**src/rtl/flagram_ctrl.sv**
```systemverilog
// Round-robin two-requester sequencer in front of a 16x4 flag RAM.
// One op per three cycles: IDLE grant, ISSUE strobe, RESP done pulse.
module flagram_ctrl #(
  parameter int ADDR_WIDTH = 4,
  parameter int DATA_WIDTH = 4
) (
  input  logic                  i_w_clk,
  input  logic                  i_w_reset,
  input  logic                  i_w_req_a,
  input  logic [1:0]            i_w_op_a,
  input  logic [ADDR_WIDTH-1:0] i_w_addr_a,
  input  logic [DATA_WIDTH-1:0] i_w_data_a,
  input  logic                  i_w_req_b,
  input  logic [1:0]            i_w_op_b,
  input  logic [ADDR_WIDTH-1:0] i_w_addr_b,
  input  logic [DATA_WIDTH-1:0] i_w_data_b,
  output logic                  o_w_done_a,
  output logic                  o_w_done_b,
  output logic                  o_w_err,
  output logic [DATA_WIDTH-1:0] o_w_rdata,
  output logic                  o_w_busy,
  output logic [ADDR_WIDTH-1:0] o_w_ram_address,
  output logic [DATA_WIDTH-1:0] o_w_ram_data,
  output logic                  o_w_ram_we,
  output logic                  o_w_ram_oe,
  output logic                  o_w_ram_flags_out,
  input  logic [DATA_WIDTH-1:0] i_w_ram_out
);

  typedef enum logic [1:0] {
    IDLE,
    ISSUE,
    RESP
  } state_t;

  localparam logic [1:0] OP_RD  = 2'b00;
  localparam logic [1:0] OP_WR  = 2'b01;
  localparam logic [1:0] OP_FL  = 2'b10;
  localparam logic [1:0] OP_RSV = 2'b11;

  state_t                state_q, state_d;
  logic [1:0]            op_q, op_d;
  logic                  id_q, id_d;
  logic                  last_q, last_d;
  logic                  done_a_q, done_a_d;
  logic                  done_b_q, done_b_d;
  logic                  err_q, err_d;
  logic [DATA_WIDTH-1:0] rdata_q, rdata_d;
  logic                  busy_q, busy_d;
  logic [ADDR_WIDTH-1:0] raddr_q, raddr_d;
  logic [DATA_WIDTH-1:0] rdat_q, rdat_d;
  logic                  we_q, we_d;
  logic                  oe_q, oe_d;
  logic                  fl_q, fl_d;

  logic                  win_b;
  logic [1:0]            sel_op;
  logic [ADDR_WIDTH-1:0] sel_addr;
  logic [DATA_WIDTH-1:0] sel_data;

  // last_q=1 means B was served last, so A wins a tie
  assign win_b    = i_w_req_b & (~i_w_req_a | ~last_q);
  assign sel_op   = win_b ? i_w_op_b   : i_w_op_a;
  assign sel_addr = win_b ? i_w_addr_b : i_w_addr_a;
  assign sel_data = win_b ? i_w_data_b : i_w_data_a;

  always_comb begin
    state_d  = state_q;
    op_d     = op_q;
    id_d     = id_q;
    last_d   = last_q;
    done_a_d = 1'b0;
    done_b_d = 1'b0;
    err_d    = 1'b0;
    rdata_d  = rdata_q;
    busy_d   = busy_q;
    raddr_d  = raddr_q;
    rdat_d   = rdat_q;
    we_d     = 1'b0;
    oe_d     = 1'b0;
    fl_d     = 1'b0;
    unique case (state_q)
      IDLE: begin
        if (i_w_req_a | i_w_req_b) begin
          state_d = ISSUE;
          op_d    = sel_op;
          id_d    = win_b;
          busy_d  = 1'b1;
          raddr_d = sel_addr;
          we_d    = (sel_op == OP_WR);
          oe_d    = (sel_op == OP_RD);
          fl_d    = (sel_op == OP_FL);
          if (sel_op == OP_WR) rdat_d = sel_data;
        end
      end
      ISSUE: begin
        state_d  = RESP;
        done_a_d = ~id_q;
        done_b_d = id_q;
        err_d    = (op_q == OP_RSV);
        if (op_q == OP_RD || op_q == OP_FL) rdata_d = i_w_ram_out;
      end
      RESP: begin
        state_d = IDLE;
        busy_d  = 1'b0;
        last_d  = id_q;
      end
      default: state_d = IDLE;
    endcase
  end

  always_ff @(posedge i_w_clk) begin
    if (i_w_reset) begin
      state_q  <= IDLE;
      op_q     <= 2'b00;
      id_q     <= 1'b0;
      last_q   <= 1'b1;
      done_a_q <= 1'b0;
      done_b_q <= 1'b0;
      err_q    <= 1'b0;
      rdata_q  <= '0;
      busy_q   <= 1'b0;
      raddr_q  <= '0;
      rdat_q   <= '0;
      we_q     <= 1'b0;
      oe_q     <= 1'b0;
      fl_q     <= 1'b0;
    end else begin
      state_q  <= state_d;
      op_q     <= op_d;
      id_q     <= id_d;
      last_q   <= last_d;
      done_a_q <= done_a_d;
      done_b_q <= done_b_d;
      err_q    <= err_d;
      rdata_q  <= rdata_d;
      busy_q   <= busy_d;
      raddr_q  <= raddr_d;
      rdat_q   <= rdat_d;
      we_q     <= we_d;
      oe_q     <= oe_d;
      fl_q     <= fl_d;
    end
  end

  assign o_w_done_a        = done_a_q;
  assign o_w_done_b        = done_b_q;
  assign o_w_err           = err_q;
  assign o_w_rdata         = rdata_q;
  assign o_w_busy          = busy_q;
  assign o_w_ram_address   = raddr_q;
  assign o_w_ram_data      = rdat_q;
  assign o_w_ram_we        = we_q;
  assign o_w_ram_oe        = oe_q;
  assign o_w_ram_flags_out = fl_q;

endmodule
```
**config.mk**
```make
export PLATFORM = sky130hd
export DESIGN_NAME = flagram_ctrl
export DESIGN_NICKNAME = d
export VERILOG_FILES = /design/src/rtl/flagram_ctrl.sv
export SDC_FILE = /design/constraint.sdc
export NUM_CORES = 1
export LEC_CHECK = 0
export ABC_AREA = 1
export BUFFER_PORTS_ARGS = -buffer_cell sky130_fd_sc_hd__buf_4
export CORE_MARGIN = 2
export CORE_UTILIZATION = 40
export DETAILED_ROUTE_END_ITERATION = 12
export PLACE_DENSITY = 0.8
export SYNTH_ARGS = -nofsm -noshare
export SYNTH_HDL_FRONTEND = slang
export SYNTH_SLANG_ARGS = --single-unit
```
**constraint.sdc**
```tcl
create_clock -name i_w_clk -period 1.2 [get_ports i_w_clk]
set_input_delay 0.06 -clock i_w_clk [delete_from_list [all_inputs] [get_ports i_w_clk]]
set_output_delay 0.06 -clock i_w_clk [all_outputs]
set_load 0.01 [all_outputs]
```
---- Yosys cells after proc, flatten, opt, wreduce, memory -nomap -nowiden ----
Index checks and enable logic that the tools add are counted.
storage, ports and cells
  bits of input ports ..................... 28
  register bits after elaboration ......... 25
  logic and storage cells ................. 48
operators by class
  multiplexer cells ....................... 7
  reduce and logical (&&, ||, !) cells .... 11
  bitwise gates (word level) .............. 9
  equality and inequality tests ........... 7
operators with widths
  cell                                                             count
  2-bit == test, second input constant                             4
  4-bit two-way mux                                                2
  2-bit logical NOT                                                3
  1-bit inverter                                                   6
  2-bit AND reduction                                              3
  2-bit by 1-bit == test with 1-bit output, second input constant  2
  2-bit two-way mux                                                2
  2-bit one-hot mux with 2 select lines                            1
  3-bit AND reduction                                              1
  3-bit OR reduction                                               1
  2-bit != test, second input constant                             1
  1-bit bitwise OR                                                 2
  1-bit one-hot mux with 2 select lines                            1
  2-bit nonzero test                                               1
  2-bit OR reduction                                               1
  1-bit AND                                                        1
  1-bit logical OR                                                 1
  1-bit two-way mux                                                1

---- Depth between registers and ports, before layout ----
  depth after elaboration ................. 6
  mapped depth ............................ 8
  depth with buffers taken out ............ 8

---- Least setup slack after synthesis ----
Ideal clock, no wire load.
  path kind ............................... reg-to-reg
  start point ............................. register last_q
  end point ............................... register raddr_q[0] (netlist: o_w_ram_address[0])
  path buffers ............................ 1
  required time ........................... 1.078 ns
  stages on the path, launching flop included .. 7
  data arrival time ....................... 0.940 ns
  slack ................................... 0.138 ns
  cell sequence ........................... dfxtp_1 > nand2_1 > nand2_1 > buf_4 > or2_1 > o211ai_1 > a21oi_1
on the way
  longest elaborated chain between the ends .. 4
ends and longest elaborated chain
  element                 RTL line  source
  from (decl)             44        logic last_q, last_d;
  from (signal assigned)  132       last_q <= last_d;
  1-bit inverter          62        assign win_b = i_w_req_b & (~i_w_req_a | ~last_q);
  1-bit bitwise OR        62
  1-bit AND               62
  4-bit two-way mux       64        assign sel_addr = win_b ? i_w_addr_b : i_w_addr_a;
  to (signal assigned)    138       raddr_q <= raddr_d;
  to (decl)               50        logic [ADDR_WIDTH-1:0] raddr_q, raddr_d;
No other way between the ends.
A chain may end at the register's enable or synchronous reset.

---- Worst setup path in the final report ----
  start point ............................. register state_q[1]
  end point ............................... register oe_q (netlist: o_w_ram_oe)
on the way
  longest elaborated chain between the ends .. 3
ends and longest elaborated chain
  element                       RTL line  source
  from (decl)                   41        state_t state_q, state_d;
  from (signal assigned)        129       state_q <= state_d;
  2-bit logical NOT             82        unique case (state_q)
  1-bit inverter (no line)      --
  3-bit OR reduction (no line)  --
  to (signal assigned)          126       oe_q <= 1'b0;
  to (signal assigned)          141       oe_q <= oe_d;
  to (decl)                     53        logic oe_q, oe_d;
No other way between the ends.

==> metrics.md <==
| Metric | Value |
|---|---|
| WL per Instance | 12.2 um |
| Vias per cell | 4.82 |
| CTS tree | built |
| CP max stage cell | dfxtp_2 |
| VDD IR-drop max | 0.000864 V |
| Initial cell density of the core | 41.7% |
| Yosys warnings | 0 |
| Tcrit/Tclk final | 105% |
| Worst-path clk slew | 0.15 ns |
| Syn nets | 162 |
| Status | finished with violations |
| Endpoints failing setup | 2 |
| Clock Skew | 0.0167 ns |
| Synth unique cells | 18 |
| Final slew viol count | 0 |
| Die Area | 2950 sq um |
| Fillers | 206 |
| Worst path max stage delay | 0.36 ns |
| CP Max Fanout | 5 |
| Root Buffer Master | clkbuf_4 |
| Unrepaired setup endpoints after global routing | true |
| Detailed Route Iter0 Violations | 25 |
| FMAX | 0.794 GHz |
| Pre-antenna DRT Iters | 4 |
| Clock Path Buffers | 2 |
| Most frequent CP cell | nand2_2 |
| Commonest non-fill, non-tap cell in the layout | buf_4 |
| GRT Residual Overflow | 0 |
| Synth-to-Final Area Change | 50.0% |
| Htree depth | 1 |
| GRT Overall Usage | 17.7% |
| Share of layout cells above drive strength 1 | 39.8% |
| Gate Count Post-Synth | 134 |
| Maxcap violations | 0 |
| First-pass GRT wire length | 3770 um |
| DRC errors left | 0 |
| Chip Height | 54.3 um |
| Cell Count Post-Placement | 211 |
| Power per Cell Area | 1160 nW/um^2 |
| Synthesized area | 1010 sq um |
| Initial antenna violation count | 0 |
| Via count | 1,065 |
| Commonest non-fill, non-tap cells in the layout | 53 x buf_4, 30 x nand2_1, 22 x dfxtp_1, 15 x nor2_1, 14 x inv_1 |
| Antenna Nets Post-Route | 0 |
| Post-synthesis sequential area ratio | 49.4% |
| Worst slew margin | 81.3% |
| Least-Margin Pin Slew | 0.278 ns |
| GPL Wtd Cong | 0.870 |
| Final Non-Filler Cells | 221 |
| Startpoint types | flop |
| Leakage | 0.759 nW |
| TritonCTS Buffers | 3 |
| Syn_area_per_cell | 7.56 sq um |
| Port Buf Inserts | 46 |
| Final hold violations | 0 |
| Fin crit period | 1.26 ns |
| Fin worst setup slack | -0.0595 ns |
| Layout net count | 220 |
| Drt total wl | 2690 um |
| # IOs | 47 |
| Diode count | 0 |
| Violated checks | negative setup slack |
| Post-detail-place hpwl | 1920 um |
| Yosys reg bits | 25 |
| CP cell instances | inv_2 -> nand2_2 -> nor2_4 -> nand2_2 -> inv_1 -> nand3_1 -> a21oi_1 |
| Hold Crit Class | primary input to flop |
| CP Capture Type | flop |
| # rows | 18 |
| Kind of critical path | flop to flop |
| Core area | 2430 sq um |
| Total power | 1.76 mW |
| Chip Width | 54.3 um |
| Largest net degree at the start of global routing | 15 |
| Vias in the first global route | 952 |
| Clock Sinks | 25 |
| Worst EP required | 1.45 ns |
| Worst-Skew Late Latency | 0.32 ns |
| WP data arrival | 1.51 ns |
state kept, by name, summed over array words and instances (netlist names):
name and flops:
o_w_busy 1, o_w_done_b 1, o_w_ram_oe 1, o_w_ram_flags_out 1, last_q 1, o_w_ram_we 1, op_q 2, o_w_rdata 4
o_w_done_a 1, o_w_ram_address 4, o_w_err 1, o_w_ram_data 4, id_q 1, state_q 2
power breakdown:
part	switching [mW]	internal, mW
Clock	0.257	0.125
Combinational	0.217	0.227
Sequential	0.0369	0.898
cell families (layout without fill, tap and decap cells):
logic type	Yosys count	in the layout	synth area share, %
AND/OR/NAND/NOR	64	65	28.5
flip-flops	25	25	49.4
AO/OA/AOI/OAI	23	23	12.6
buffers and inverters	22	78	9.51
cell type report:
class	instances	area [sq um]	area share, %
well taps	30	37.5	2.47
repair buffers	56	439	28.9
multi-input cells	88	444	29.2
clock buffers	3	22.5	1.48
flip-flops and latches	25	504	33.2
clock inverters	1	5.00	0.329
inverters	18	67.6	4.44
layer usage:
| metal | GRT usage (%) | wire, um | vias up |
|---|---|---|---|
| met2 | 33.5 | 1460 | 31 |
| li1 | - | - | 535 |
| met1 | 18.2 | 1040 | 491 |
| met5 | 0 | 0 | - |
| met4 | 10.0 | 82 | 0 |
| met3 | 2.46 | 100 | 8 |
synth_stat cells:
library cell  instances  area [sq um]
buf_6                 1          11.3
or2_1                 4          25.0
dfxtp_1              25           500
nand2_1              35           131
nor2_4                1          11.3
nand3_1               3          15.0
nand3b_1              2          15.0
inv_2                 2          7.51
buf_4                 1          7.51
buf_2                 2          10.0
nor2_1               15          56.3
nand2_2               2          12.5
nor3_1                1          5.00
nand3_4               1          17.5
a21oi_1              12          60.1
o21ai_0               6          30.0
o211ai_1              5          37.5
inv_1                16          60.1
through the flow:
| stage | setup TNS (ns) | cell area, sq um | hold WS (ns) | setup WS [ns] | utilization [%] |
|---|---|---|---|---|---|
| finish | -0.0871 | 1520 | 0.0145 | -0.0595 | 62.5 |
| global route | -0.456 | 1520 | 0.00922 | -0.0884 | 62.5 |
| CTS | 0 | 1460 | 0.0214 | 0.0226 | 59.8 |
| detailed placement | 0 | 1420 | 0.294 | 0.0434 | 58.3 |
| global placement | 0 | 1420 | 0.294 | 0.0872 | 58.3 |
| floorplan | 0 | 1010 | 0.253 | 0.138 | - |
final timing paths:
kind	startpoint	end	slack (ns)	cells past startpoint
worst max-delay path	state_q[1]	o_w_ram_oe	-0.06	7
worst min-delay path	i_w_ram_out[3]	o_w_rdata[3]	0.01	3
worst max register to register	state_q[1]	o_w_ram_oe	-0.06	7
worst min register to register	op_q[1]	o_w_err	0.44	2
critical path, delay by kind of cell (launching register included):
family	cells	cell delay [ns]
AO/OA/AOI/OAI	1	0.13
AND/OR/NAND/NOR	4	0.52
buffers and inverters	2	0.18
flip-flops	1	0.36
what timing repair did:
item	CTS	global route
hold buffers	1	0
setup buffers	0	4
setup endpoints to repair	0	11
endpoints found under the hold margin	7	0
resized for setup	0	12
Power figures use the tool's default switching activity.
